### config.mk
export PLATFORM = sky130hd
export DESIGN_NAME = coin_acceptor_flat
export DESIGN_NICKNAME = d
export VERILOG_FILES = /design/src/rtl/vend_pkg.sv /design/src/rtl/coin_acceptor_if.sv /design/src/rtl/coin_value_decoder.sv /design/src/rtl/coin_acceptor.sv /design/src/flat_wrapper.sv
export SDC_FILE = /design/constraint.sdc
export NUM_CORES = 1
export LEC_CHECK = 0
export ABC_CLOCK_PERIOD_IN_PS = 7200
export CORE_ASPECT_RATIO = 1.2
export CORE_UTILIZATION = 50
export DETAILED_ROUTE_END_ITERATION = 12
export MAX_ROUTING_LAYER = met4
export PLACE_DENSITY = 0.77
export RECOVER_POWER = 25
export SLEW_MARGIN = 5
export SYNTH_ARGS = -nofsm -noshare
export SYNTH_HDL_FRONTEND = slang
export SYNTH_HIERARCHICAL = 1
export SYNTH_SLANG_ARGS = --single-unit
### constraint.sdc
create_clock -name clk -period 7.2 [get_ports clk]
set_input_delay 1.8 -clock clk [delete_from_list [all_inputs] [get_ports clk]]
set_output_delay 1.8 -clock clk [all_outputs]
set_load 0.1 [all_outputs]
### src/rtl/vend_pkg.sv
// Shared vending constants: coin codes, coin values, acceptor state encoding.
package vend_pkg;
    localparam int CREDIT_W_DEF = 9;

    localparam logic [1:0] COIN_SLUG    = 2'b00;
    localparam logic [1:0] COIN_NICKEL  = 2'b01;
    localparam logic [1:0] COIN_DIME    = 2'b10;
    localparam logic [1:0] COIN_QUARTER = 2'b11;

    localparam int VAL_NICKEL  = 5;
    localparam int VAL_DIME    = 10;
    localparam int VAL_QUARTER = 25;

    typedef enum logic [1:0] {
        ST_IDLE,
        ST_COLLECT,
        ST_VEND,
        ST_RETURN
    } state_e;
endpackage

### src/rtl/coin_acceptor_if.sv
// Coin / purchase / change-handshake bundle between the vending front end and its environment.
interface coin_acceptor_if #(
    parameter int CREDIT_W = vend_pkg::CREDIT_W_DEF
);
    logic                coin_valid;
    logic [1:0]          coin_type;
    logic                coin_accept;
    logic                coin_reject;
    logic [CREDIT_W-1:0] price;
    logic                vend_req;
    logic                cancel;
    logic [CREDIT_W-1:0] credit;
    logic                vend;
    logic                insufficient;
    logic [CREDIT_W-1:0] change;
    logic                change_valid;
    logic                change_ack;

    modport slave (
        input  coin_valid, coin_type, price, vend_req, cancel, change_ack,
        output coin_accept, coin_reject, credit, vend, insufficient, change, change_valid
    );

    modport master (
        output coin_valid, coin_type, price, vend_req, cancel, change_ack,
        input  coin_accept, coin_reject, credit, vend, insufficient, change, change_valid
    );
endinterface

### src/rtl/coin_value_decoder.sv
// Combinational coin code to cent value; slugs decode to zero with valid low.
module coin_value_decoder
    import vend_pkg::*;
#(
    parameter int CREDIT_W = CREDIT_W_DEF
) (
    input  logic [1:0]          coin_type,
    output logic [CREDIT_W-1:0] value,
    output logic                valid
);
    always_comb begin
        value = '0;
        valid = 1'b1;
        case (coin_type)
            COIN_NICKEL:  value = CREDIT_W'(VAL_NICKEL);
            COIN_DIME:    value = CREDIT_W'(VAL_DIME);
            COIN_QUARTER: value = CREDIT_W'(VAL_QUARTER);
            default:      valid = 1'b0;
        endcase
    end
endmodule

### src/rtl/coin_acceptor.sv
// Coin credit accumulator: credits coins, charges purchases, hands change to the dispenser.
module coin_acceptor
    import vend_pkg::*;
#(
    parameter int MAX_CREDIT = 495,
    parameter int CREDIT_W   = CREDIT_W_DEF
) (
    input  logic            clk,
    input  logic            rst,
    coin_acceptor_if.slave  bus
);
    localparam logic [CREDIT_W:0] MAX_C = (CREDIT_W+1)'(MAX_CREDIT);

    state_e              state_q, state_d;
    logic [CREDIT_W-1:0] credit_q, credit_d;
    logic [CREDIT_W-1:0] change_q, change_d;
    logic                change_valid_q, change_valid_d;
    logic                vend_q, vend_d;
    logic                insufficient_q, insufficient_d;
    logic                coin_accept_q, coin_accept_d;
    logic                coin_reject_q, coin_reject_d;

    logic [CREDIT_W-1:0] coin_val;
    logic                coin_ok;
    logic [CREDIT_W:0]   sum;

    coin_value_decoder #(.CREDIT_W(CREDIT_W)) u_dec (
        .coin_type (bus.coin_type),
        .value     (coin_val),
        .valid     (coin_ok)
    );

    // One extra bit so credit + coin never wraps before the limit check.
    assign sum = {1'b0, credit_q} + {1'b0, coin_val};

    always_comb begin
        state_d        = state_q;
        credit_d       = credit_q;
        change_d       = change_q;
        change_valid_d = change_valid_q;
        vend_d         = 1'b0;
        insufficient_d = 1'b0;
        coin_accept_d  = 1'b0;
        coin_reject_d  = 1'b0;
        case (state_q)
            ST_IDLE, ST_COLLECT: begin
                if (bus.cancel && credit_q != '0) begin
                    change_d       = credit_q;
                    credit_d       = '0;
                    change_valid_d = 1'b1;
                    state_d        = ST_RETURN;
                    coin_reject_d  = bus.coin_valid;
                end else if (bus.vend_req) begin
                    coin_reject_d = bus.coin_valid;
                    if (bus.price != '0 && credit_q >= bus.price) begin
                        change_d = credit_q - bus.price;
                        credit_d = '0;
                        vend_d   = 1'b1;
                        state_d  = ST_VEND;
                    end else begin
                        insufficient_d = 1'b1;
                    end
                end else if (bus.coin_valid) begin
                    if (coin_ok && sum <= MAX_C) begin
                        credit_d      = sum[CREDIT_W-1:0];
                        coin_accept_d = 1'b1;
                        state_d       = ST_COLLECT;
                    end else begin
                        coin_reject_d = 1'b1;
                    end
                end
            end
            ST_VEND: begin
                coin_reject_d = bus.coin_valid;
                if (change_q != '0) begin
                    change_valid_d = 1'b1;
                    state_d        = ST_RETURN;
                end else begin
                    state_d = ST_IDLE;
                end
            end
            ST_RETURN: begin
                coin_reject_d = bus.coin_valid;
                if (bus.change_ack && change_valid_q) begin
                    change_valid_d = 1'b0;
                    change_d       = '0;
                    state_d        = ST_IDLE;
                end
            end
            default: state_d = ST_IDLE;
        endcase
    end

    always_ff @(posedge clk or posedge rst) begin
        if (rst) begin
            state_q        <= ST_IDLE;
            credit_q       <= '0;
            change_q       <= '0;
            change_valid_q <= 1'b0;
            vend_q         <= 1'b0;
            insufficient_q <= 1'b0;
            coin_accept_q  <= 1'b0;
            coin_reject_q  <= 1'b0;
        end else begin
            state_q        <= state_d;
            credit_q       <= credit_d;
            change_q       <= change_d;
            change_valid_q <= change_valid_d;
            vend_q         <= vend_d;
            insufficient_q <= insufficient_d;
            coin_accept_q  <= coin_accept_d;
            coin_reject_q  <= coin_reject_d;
        end
    end

    assign bus.credit       = credit_q;
    assign bus.change       = change_q;
    assign bus.change_valid = change_valid_q;
    assign bus.vend         = vend_q;
    assign bus.insufficient = insufficient_q;
    assign bus.coin_accept  = coin_accept_q;
    assign bus.coin_reject  = coin_reject_q;
endmodule

### src/flat_wrapper.sv
// flat-port wrapper written by rule: the top's interface ports become plain ports
module coin_acceptor_flat import vend_pkg::*;
#(
    parameter int MAX_CREDIT = 495,
    parameter int CREDIT_W   = CREDIT_W_DEF
)
  (clk, rst, bus_coin_valid, bus_coin_type, bus_price, bus_vend_req, bus_cancel, bus_change_ack, bus_coin_accept, bus_coin_reject, bus_credit, bus_vend, bus_insufficient, bus_change, bus_change_valid);
  coin_acceptor_if #(.CREDIT_W(CREDIT_W)) bus_i ();
  input  logic clk;
  input  logic rst;
  input wire logic [$bits(bus_i.coin_valid)-1:0] bus_coin_valid;
  input wire logic [$bits(bus_i.coin_type)-1:0] bus_coin_type;
  input wire logic [$bits(bus_i.price)-1:0] bus_price;
  input wire logic [$bits(bus_i.vend_req)-1:0] bus_vend_req;
  input wire logic [$bits(bus_i.cancel)-1:0] bus_cancel;
  input wire logic [$bits(bus_i.change_ack)-1:0] bus_change_ack;
  output wire logic [$bits(bus_i.coin_accept)-1:0] bus_coin_accept;
  output wire logic [$bits(bus_i.coin_reject)-1:0] bus_coin_reject;
  output wire logic [$bits(bus_i.credit)-1:0] bus_credit;
  output wire logic [$bits(bus_i.vend)-1:0] bus_vend;
  output wire logic [$bits(bus_i.insufficient)-1:0] bus_insufficient;
  output wire logic [$bits(bus_i.change)-1:0] bus_change;
  output wire logic [$bits(bus_i.change_valid)-1:0] bus_change_valid;
  assign bus_i.coin_valid = bus_coin_valid;
  assign bus_i.coin_type = bus_coin_type;
  assign bus_i.price = bus_price;
  assign bus_i.vend_req = bus_vend_req;
  assign bus_i.cancel = bus_cancel;
  assign bus_i.change_ack = bus_change_ack;
  assign bus_coin_accept = bus_i.coin_accept;
  assign bus_coin_reject = bus_i.coin_reject;
  assign bus_credit = bus_i.credit;
  assign bus_vend = bus_i.vend;
  assign bus_insufficient = bus_i.insufficient;
  assign bus_change = bus_i.change;
  assign bus_change_valid = bus_i.change_valid;
  coin_acceptor #(.MAX_CREDIT(MAX_CREDIT), .CREDIT_W(CREDIT_W)) u_core (.clk(clk), .rst(rst), .bus(bus_i));
endmodule
After elaboration in Yosys (flattened, before gate mapping)
Cells that the tools add are included.

Word-level logic and storage cells: 87. Memories kept: 0. Output and inout port bits: 23. Register bits after elaboration: 25. Memory bits (read-only): 0. Latch bits: 0. RAM bits: 0.

Equal/unequal tests: 15. Shifts and indexed selects: 0. Bitwise logic cells: 0. $add $sub $neg: 2. Mux-type cells: 42. Multipliers: 0. Div/mod/pow operators: 0. Reduce and logical (&&, ||, !) cells: 18. Magnitude comparators: 2.

Operator list (count): $mux W9 (9); $reduce_bool A9 Y1 (3); $mux W1 (21); $pmux W9 S2 (1); $pmux W5 S3 (1); $mux W2 (7); $reduce_and A4 Y1 (3); $add A9 B5 Y10 (1); $le A10 B9 Y1 const B (1); $ge A9 B9 Y1 (1); $sub A9 B9 Y9 (1); $eq A2 B2 Y1 const B (4); $ne A4 B2 Y1 const B (2); $ne A2 B1 Y1 const B (3); $ne A3 B1 Y1 const B (2); $pmux W2 S3 (1); $reduce_bool A3 Y1 (2); $eq A2 B1 Y1 const B (2); $logic_and A1 B1 Y1 (4); $ne A4 B3 Y1 const B (1); $reduce_or A2 Y1 (2); $ne A3 B2 Y1 const B (1); $pmux W1 S3 (1); $reduce_and A3 Y1 (1); other kinds (4) (4).

Logic depth before layout (Yosys ltp)
Gate-level depths: netlist of run 1.

Word-level depth: 10. Mapped depth: 11.

Modules after synthesis
The synthesis of run 1 kept the hierarchy.

By module, submodules not included: coin_acceptor (cells an instance 226, seq. area each 625.6 um^2, area an instance 2057.0 um^2, times used 1); coin_value_decoder (cells an instance 11, seq. area each 0.0 um^2, area an instance 70.1 um^2, times used 1).

Least setup slack after synthesis of run 1
Ideal clock, no wire load.

Path type: input port to flip-flop. Start: input port bus_coin_type[0]. End: register u_core.credit_q[2], in the netlist u_core/bus.credit[2]. Data required time: 7.078 ns. Path buffers: 1. Setup slack: 3.044 ns. Arrival: 4.034 ns. Stages: 10. Cell sequence: clkbuf_1 -> ha_1 -> fa_1 -> a21o_2 -> a211oi_4 -> nor3_1 -> a311o_1 -> a311oi_4 -> o31ai_4 -> a22o_1.

Word-level cells in the longest chain between the ends: 7. Elaborated cells between the ends (all ways): 15. Those cells by class: add/sub (1); order compare (1); eq/ne (3); mux (6); reduce/logical (4).

RTL lines: from (decl) (RTL line flat_wrapper.sv:12) `input wire logic [$bits(bus_i.coin_type)-1:0] bus_coin_type;`; $eq A2 B2 Y1 or $eq A2 B1 Y1 (tied branches) (RTL line coin_value_decoder.sv:14) `case (coin_type)`; $pmux W5 S3 (RTL line coin_value_decoder.sv:14); $add A9 B5 Y10 (RTL line coin_acceptor.sv:34) `assign sum = {1'b0, credit_q} + {1'b0, coin_val};`; $le A10 B9 Y1 or $mux W9 (tied branches) (RTL line coin_acceptor.sv:64) `if (coin_ok && sum <= MAX_C) begin`; $logic_and A1 B1 Y1 or $mux W9 (tied branches) (RTL line coin_acceptor.sv:64, coin_acceptor.sv:63); $reduce_bool A3 Y1 (no source line) or $mux W9 (tied branches); $reduce_and A4 Y1 (no source line) or $mux W9 (tied branches); to (signal assigned) (RTL line coin_acceptor.sv:106) `credit_q <= credit_d;`; to (decl) (RTL line coin_acceptor.sv:15) `logic [CREDIT_W-1:0] credit_q, credit_d;`.

Several ways; a longest one is shown, not always the timed one. The select of a mux whose other input is x is not followed. A chain may end at the register's enable or synchronous reset.

Final worst setup path of run 1
Start: input port bus_coin_type[0]. End: register u_core.credit_q[3], in the netlist u_core/bus.credit[3].

Word-level cells in the longest chain between the ends: 7. Elaborated cells between the ends (all ways): 15. Those cells by class: add/sub (1); order compare (1); eq/ne (3); mux (6); reduce/logical (4).

RTL lines: $eq A2 B2 Y1 or $eq A2 B1 Y1 (tied branches) (RTL line coin_value_decoder.sv:14); $pmux W5 S3 (*) (RTL line coin_value_decoder.sv:14); named net u_core.coin_val[1] (RTL line coin_acceptor.sv:23) `logic [CREDIT_W-1:0] coin_val;`; $add A9 B5 Y10 (*) (RTL line coin_acceptor.sv:34); $le A10 B9 Y1 or $mux W9 (tied branches) (RTL line coin_acceptor.sv:64); $logic_and A1 B1 Y1 or $mux W9 (tied branches) (RTL line coin_acceptor.sv:64, coin_acceptor.sv:63); $reduce_bool A3 Y1 (no source line) or $mux W9 (tied branches); $reduce_and A4 Y1 (no source line) or $mux W9 (tied branches).

Mark *: on every way through the listed nets, which the timed path passes. The rest lies on a longest branch. The select of a mux whose other input is x is not followed.

==> impl_metrics.py, run 1 <==
metrics = {
    "run_status": {
        "status": "finished, final reports clean",
    },
    "synth": {
        "synthMuxAreaShare_pct": 2.35,
        "synth.largest_area_cell": "dfrtp_1",
        "synth_compound_area_share_pct": 24.1,
        "syn_inst": 237,
        "yosysUniqueCellTypes": 56,
        "yosys_most_used_dff": "dfrtp_1",
        "ys_warn_count": 6,
        "synth-adder-area-share_pct": 12.5,
        "synth_area_per_cell_um2": 8.97,
        "synth_simple_gate_area_share_pct": 20.6,
        "netlist_area_mm2": 0.00213,
        "synth-seq-cells": 25,
        "yosysMostFrequentCell": "dfrtp_1",
        "async_flop_share_pct": 100,
        "synth.top_cells.by_count": "dfrtp_1 (25), nor2_1 (23), inv_1 (19)",
        "seq_area_frac_synth_pct": 29.4,
        "yosys.area_share.xor_xnor_pct": 4.53,
        "synth-edff-count": 0,
        "synth_area_leaders": "dfrtp_1 (29%), ha_1 (11%), xnor2_1 (4.1%)",
        "synth_top_area_share_pct": 29.4,
        "synth_top_family_by_area": "compound AO/OA/AOI/OAI gates",
    },
    "clocking": {
        "ctsResizeCount": 0,
        "cts_made_buffers": 3,
        "insertion_delay_ns": 0.26,
        "htreeDepth": 1,
        "cts_setup_buffers": 0,
        "clk_pin_slew_ns": 0.08,
        "ctsHoldBuffers": 0,
        "cts.sinks": 25,
        "cts_root_buf": "clkbuf_8",
        "cts.path.max_buffers": 2,
        "cts_tree": "yes",
    },
    "timing": {
        "period_share_pct": 63.3,
        "max_slew_margin_pct": 34.7,
        "setup_viol": 0,
        "worst_pin_slew_ns": 0.977,
        "slew_violations": 0,
        "fin_skew_ns": 0.00181,
        "period_minus_slack_ns": 4.55,
        "hold_violations": 0,
        "tns_ns": 0,
        "rsz0062_at_grt": "no",
        "fmax_ghz": 0.220,
    },
    "critical_path": {
        "crit_type": "in2reg",
        "crit_slowest_cell": "clkdlybuf4s50_1",
        "crit_required_ns": 7.36,
        "ff2ff_path_depth": 9,
        "critPathCaptureType": "flip-flop",
        "max_stage_delay_ns": 0.52,
        "arrival_ns": 4.71,
        "critPathMaxFanout": 8,
        "cp-start-kind": "input pin",
        "path_cells": "clkdlybuf4s50_1, and2b_2, fa_1, a21o_2, a211oi_4, nor3_1, a311o_1, a311oi_4, o31ai_4, a22o_1",
    },
    "floorplanning": {
        "num_rows": 25,
        "dieHeight_um": 73.5,
        "dieWidth_um": 61.5,
        "core_area_mm2": 0.00400,
        "top_level_ports": 40,
        "dieArea_mm2": 0.00452,
        "start_util_pct": 53.1,
    },
    "global_routing": {
        "grt_max_degree": 26,
        "grt_pass1_vias": 1767,
        "grt_pass1_wl_um": 7820,
        "grt_use_total_pct": 23.6,
        "antenna_found_initial": 0,
        "grt_overflow": 0,
    },
    "placed_design": {
        "routabilityCongestion": 0.839,
        "dp.cells": 324,
        "portBuffers": 39,
        "dp_hpwl_um": 3790,
        "dpl-instance-area_mm2": 0.00253,
    },
    "route": {
        "ant_nets": 0,
        "via_count": 1843,
        "drc": 0,
        "dr.pass1.iters": 4,
        "routed_wl_um": 4700,
        "drt_iter0_drc": 74,
        "drt-vias-per-instance": 5.62,
        "wire_per_inst_um": 14.3,
    },
    "worst_hold_path": {
        "hold_path.class": "reg2reg",
        "min_path_cells": 2,
    },
    "layout": {
        "syn2layout_area_growth_pct": 21.2,
        "num_antenna_cells": 0,
        "drive_gt1_share_pct": 8.76,
        "fin_cells": 328,
        "final_area_mm2": 0.00258,
        "nets": 312,
    },
    "run": {
        "cap_violations": 0,
    },
}
[critical path, delay by kind of cell]
family	cells	cell delay, ns
compound gates	6	1.63
fa+ha+maj	1	0.43
buf+inv	1	0.52
simple gates	2	0.33
[metrics by stage]
step / util, % / worst slack, ns / hold slack (ns)
4_1_cts: 64.4 / 2.64 / 0.510
3_3_place_gp: 63.2 / 2.42 / 0.489
5_1_grt: 64.4 / 2.53 / 0.537
3_5_place_dp: 63.2 / 2.35 / 0.492
6_report: 64.4 / 2.65 / 0.504
2_1_floorplan: - / 3.04 / 0.481
[path summary, 6_finish.rpt]
path | end | slack [ns] | from
max in group asynchronous | u_core/bus.change[6] | 4.49 | rst
hold reg to reg | u_core/bus.change[1] | 0.50 | u_core/bus.change[1]
hold / removal | u_core/bus.change[1] | 0.50 | u_core/bus.change[1]
setup reg to reg | u_core/bus.credit[3] | 4.26 | u_core/bus.credit[0]
setup / recovery | u_core/bus.credit[3] | 2.65 | bus_coin_type[0]
min in group asynchronous | u_core/bus.vend | 2.17 | rst
[cell usage in the layout (no fill, tap or decap), drive strengths merged, types with 4 or more instances in the layout]
cell type	netlist	layout
xnor2	10	10
a22o	9	9
inv	19	19
a31oi	4	4
o31ai	10	10
mux2i	5	5
conb	1	4
nor4	4	4
nor2	23	23
clkdlybuf4s50	0	38
nand2	17	17
a21oi	14	14
nor2b	4	4
o21ai	12	12
ha	18	18
nand2b	4	4
nor3	5	5
nand3	4	4
dfrtp	25	25
[per-layer routing]
| metal | GRT usage, % | share of wire, % | up-vias |
|---|---|---|---|
| li1 | - | - | 927 |
| met1 | 30.5 | 46 | 855 |
| met2 | 38.9 | 48 | 54 |
| met3 | 1.58 | 4.2 | 7 |
| met4 | 7.65 | 1.5 | 0 |
| met5 | - | 0 | - |
[registers in the layout, summed over array words and instances (netlist names)]
signal	cells
u_core/bus.change	9
u_core/bus.change_valid	1
u_core/bus.vend	1
u_core/bus.coin_accept	1
u_core/state_q	2
u_core/bus.coin_reject	1
u_core/bus.insufficient	1
u_core/bus.credit	9
[final cells by class]
type / count / area (um^2)
Fill cell: 370 / 1430
Multi-Input combinational cell: 187 / 1380
Sequential cell: 25 / 626
Timing Repair Buffer: 39 / 390
Inverter: 19 / 71.3
Tap cell: 54 / 67.6
Clock buffer: 3 / 41.3
Clock inverter: 1 / 5.00
[logic make-up after synthesis]
kind of cell | after synthesis
AND/OR/NAND/NOR | 83
AO/OA/AOI/OAI | 64
buffers and inverters | 28
flip-flops | 25
adder cells (fa/ha/maj) | 20
XOR/XNOR | 11
multiplexers | 5
other | 1
Power of run 1 is not shown: default switching activity piles up to over one toggle a cycle in this logic, so the estimate is an artifact.
==> run 2: changes to the inputs <==
- ABC_CLOCK_PERIOD_IN_PS: 7200 -> 4350
- clock period: 7.2 -> 4.35 ns (I/O delays scaled with it)
==> run 2 against run 1 <==
  * Global-route usage shrank 0.15 points
  * Routed wire length grew 1.8%
  * Non-clock buffer count is the same
  * Utilization grew 0.062 points
  * Sequential cell count is the same
  * Clock skew grew 0.0029 ns
  * Via count grew 2.1%
  * Sequential share of layout area is essentially flat
  * Design area is essentially flat
  * Worst hold slack gained 0.0017 ns
  * Largest cell class unchanged
==> impl_metrics.py, run 2 (synthesis gave the netlist of run 1 again) <==
metrics = {
    "run_status": {
        "status": "finished, final reports clean",
    },
    "critical_path": {
        "critPathMaxFanout": 8,
        "crit_type": "in2reg",
        "max_stage_delay_ns": 0.52,
        "path_cells": "clkdlybuf4s50_1, and2b_2, fa_1, a21o_2, a211oi_4, nor3_1, a311o_1, a311oi_4, o31ai_4, a22o_1",
        "crit_slowest_cell": "clkdlybuf4s50_1",
        "critPathCaptureType": "flip-flop",
        "critPathBufInv": 1,
        "crit_required_ns": 4.51,
        "path_delay_family": "compound AO/OA/AOI/OAI gates",
        "arrival_ns": 4.01,
        "cp-start-kind": "input pin",
    },
    "floorplanning": {
        "dieWidth_um": 61.5,
        "num_rows": 25,
        "top_level_ports": 40,
        "core_area_mm2": 0.00400,
        "start_util_pct": 53.1,
        "dieArea_mm2": 0.00452,
        "dieHeight_um": 73.5,
    },
    "timing": {
        "slew_violations": 0,
        "hold_violations": 0,
        "setup_viol": 0,
        "worst_pin_slew_ns": 0.977,
        "max_slew_margin_pct": 34.6,
        "period_share_pct": 88.5,
        "fin_skew_ns": 0.00474,
        "fmax_ghz": 0.260,
        "rsz0062_at_grt": "no",
        "tns_ns": 0,
        "period_minus_slack_ns": 3.85,
    },
    "clocking": {
        "cts_made_buffers": 3,
        "ctsResizeCount": 0,
        "clk_pin_slew_ns": 0.08,
        "htreeDepth": 1,
        "insertion_delay_ns": 0.26,
        "cts.sinks": 25,
        "cts_root_buf": "clkbuf_8",
        "cts.path.max_buffers": 2,
        "ctsHoldBuffers": 0,
        "cts_tree": "yes",
        "cts_setup_buffers": 0,
    },
    "layout": {
        "final_common_cell": "clkdlybuf4s50_1",
        "syn2layout_area_growth_pct": 21.3,
        "drive_gt1_share_pct": 8.76,
        "nets": 312,
        "layout_common_cells": "clkdlybuf4s50_1 (38), dfrtp_1 (25), nor2_1 (23), inv_1 (19), ha_1 (18)",
        "fill_cells": 386,
        "num_antenna_cells": 0,
    },
    "route": {
        "ant_nets": 0,
        "drc": 0,
        "drt_iter0_drc": 77,
        "dr.pass1.iters": 4,
        "drt-vias-per-instance": 5.74,
        "wire_per_inst_um": 14.6,
        "via_count": 1882,
        "routed_wl_um": 4790,
    },
    "global_routing": {
        "antenna_found_initial": 0,
        "grt_use_total_pct": 23.5,
        "grt_pass1_vias": 1809,
        "grt_overflow": 0,
        "grt_max_degree": 26,
        "grt_pass1_wl_um": 7850,
    },
    "placed_design": {
        "portBuffers": 39,
        "dp_hpwl_um": 3820,
        "routabilityCongestion": 0.839,
    },
    "worst_hold_path": {
        "hold_path.class": "reg2reg",
    },
    "run": {
        "cap_violations": 0,
    },
}
==> run 2: changes by cell type in the layout (fill, tap and decap cells not counted) <==
cell / change
clkinv_2: -1
clkinvlp_4: +1
==> run 2: area by class of cell <==
type	count	area, um^2	area share [%]
Inverter	19	71.3	2.76
Clock buffer	3	41.3	1.60
Clock inverter	1	7.51	0.291
Timing Repair Buffer	39	390	15.1
Multi-Input combinational cell	187	1380	53.3
Tap cell	54	67.6	2.62
Sequential cell	25	626	24.2
==> run 2: tightest hold or removal path: stages (launching register included) <==
cell     delay, ns
dfrtp_1       0.37
nand2_1       0.05
o31ai_1       0.05
==> run 2: final timing paths <==
check | startpoint | end | slack, ns | cells after the start
setup / recovery | bus_coin_type[0] | u_core/bus.credit[3] | 0.50 | 10
hold / removal | u_core/bus.change[4] | u_core/bus.change[4] | 0.51 | 2
setup reg to reg | u_core/bus.credit[0] | u_core/bus.credit[3] | 1.40 | 9
hold reg to reg | u_core/bus.change[4] | u_core/bus.change[4] | 0.51 | 2
max in group asynchronous | rst | u_core/bus.change[6] | 2.33 | 2
min in group asynchronous | rst | u_core/bus.vend | 1.46 | 2
==> run 2: routing by layer <==
metal  share of wire (%)  GRT usage [%]  vias up
li1                    -              -      933
met1                  46           29.8      880
met2                  49           39.3       61
met3                 3.8           1.94        8
met4                 1.1           6.91        0
met5                   0              -        -
==> run 2: through the flow <==
step | cell area [um^2] | utilization [%] | hold WS [ns] | worst slack (ns) | instances
after floorplan | 2140 | - | 0.481 | 0.906 | 240
after global placement | 2530 | 63.2 | 0.489 | 0.285 | 324
after detailed placement | 2530 | 63.2 | 0.492 | 0.209 | 324
after CTS | 2580 | 64.4 | 0.510 | 0.505 | 328
after global routing | 2580 | 64.4 | 0.541 | 0.395 | 328
final | 2580 | 64.4 | 0.505 | 0.499 | 328
Power of run 2 is left out for the same reason.
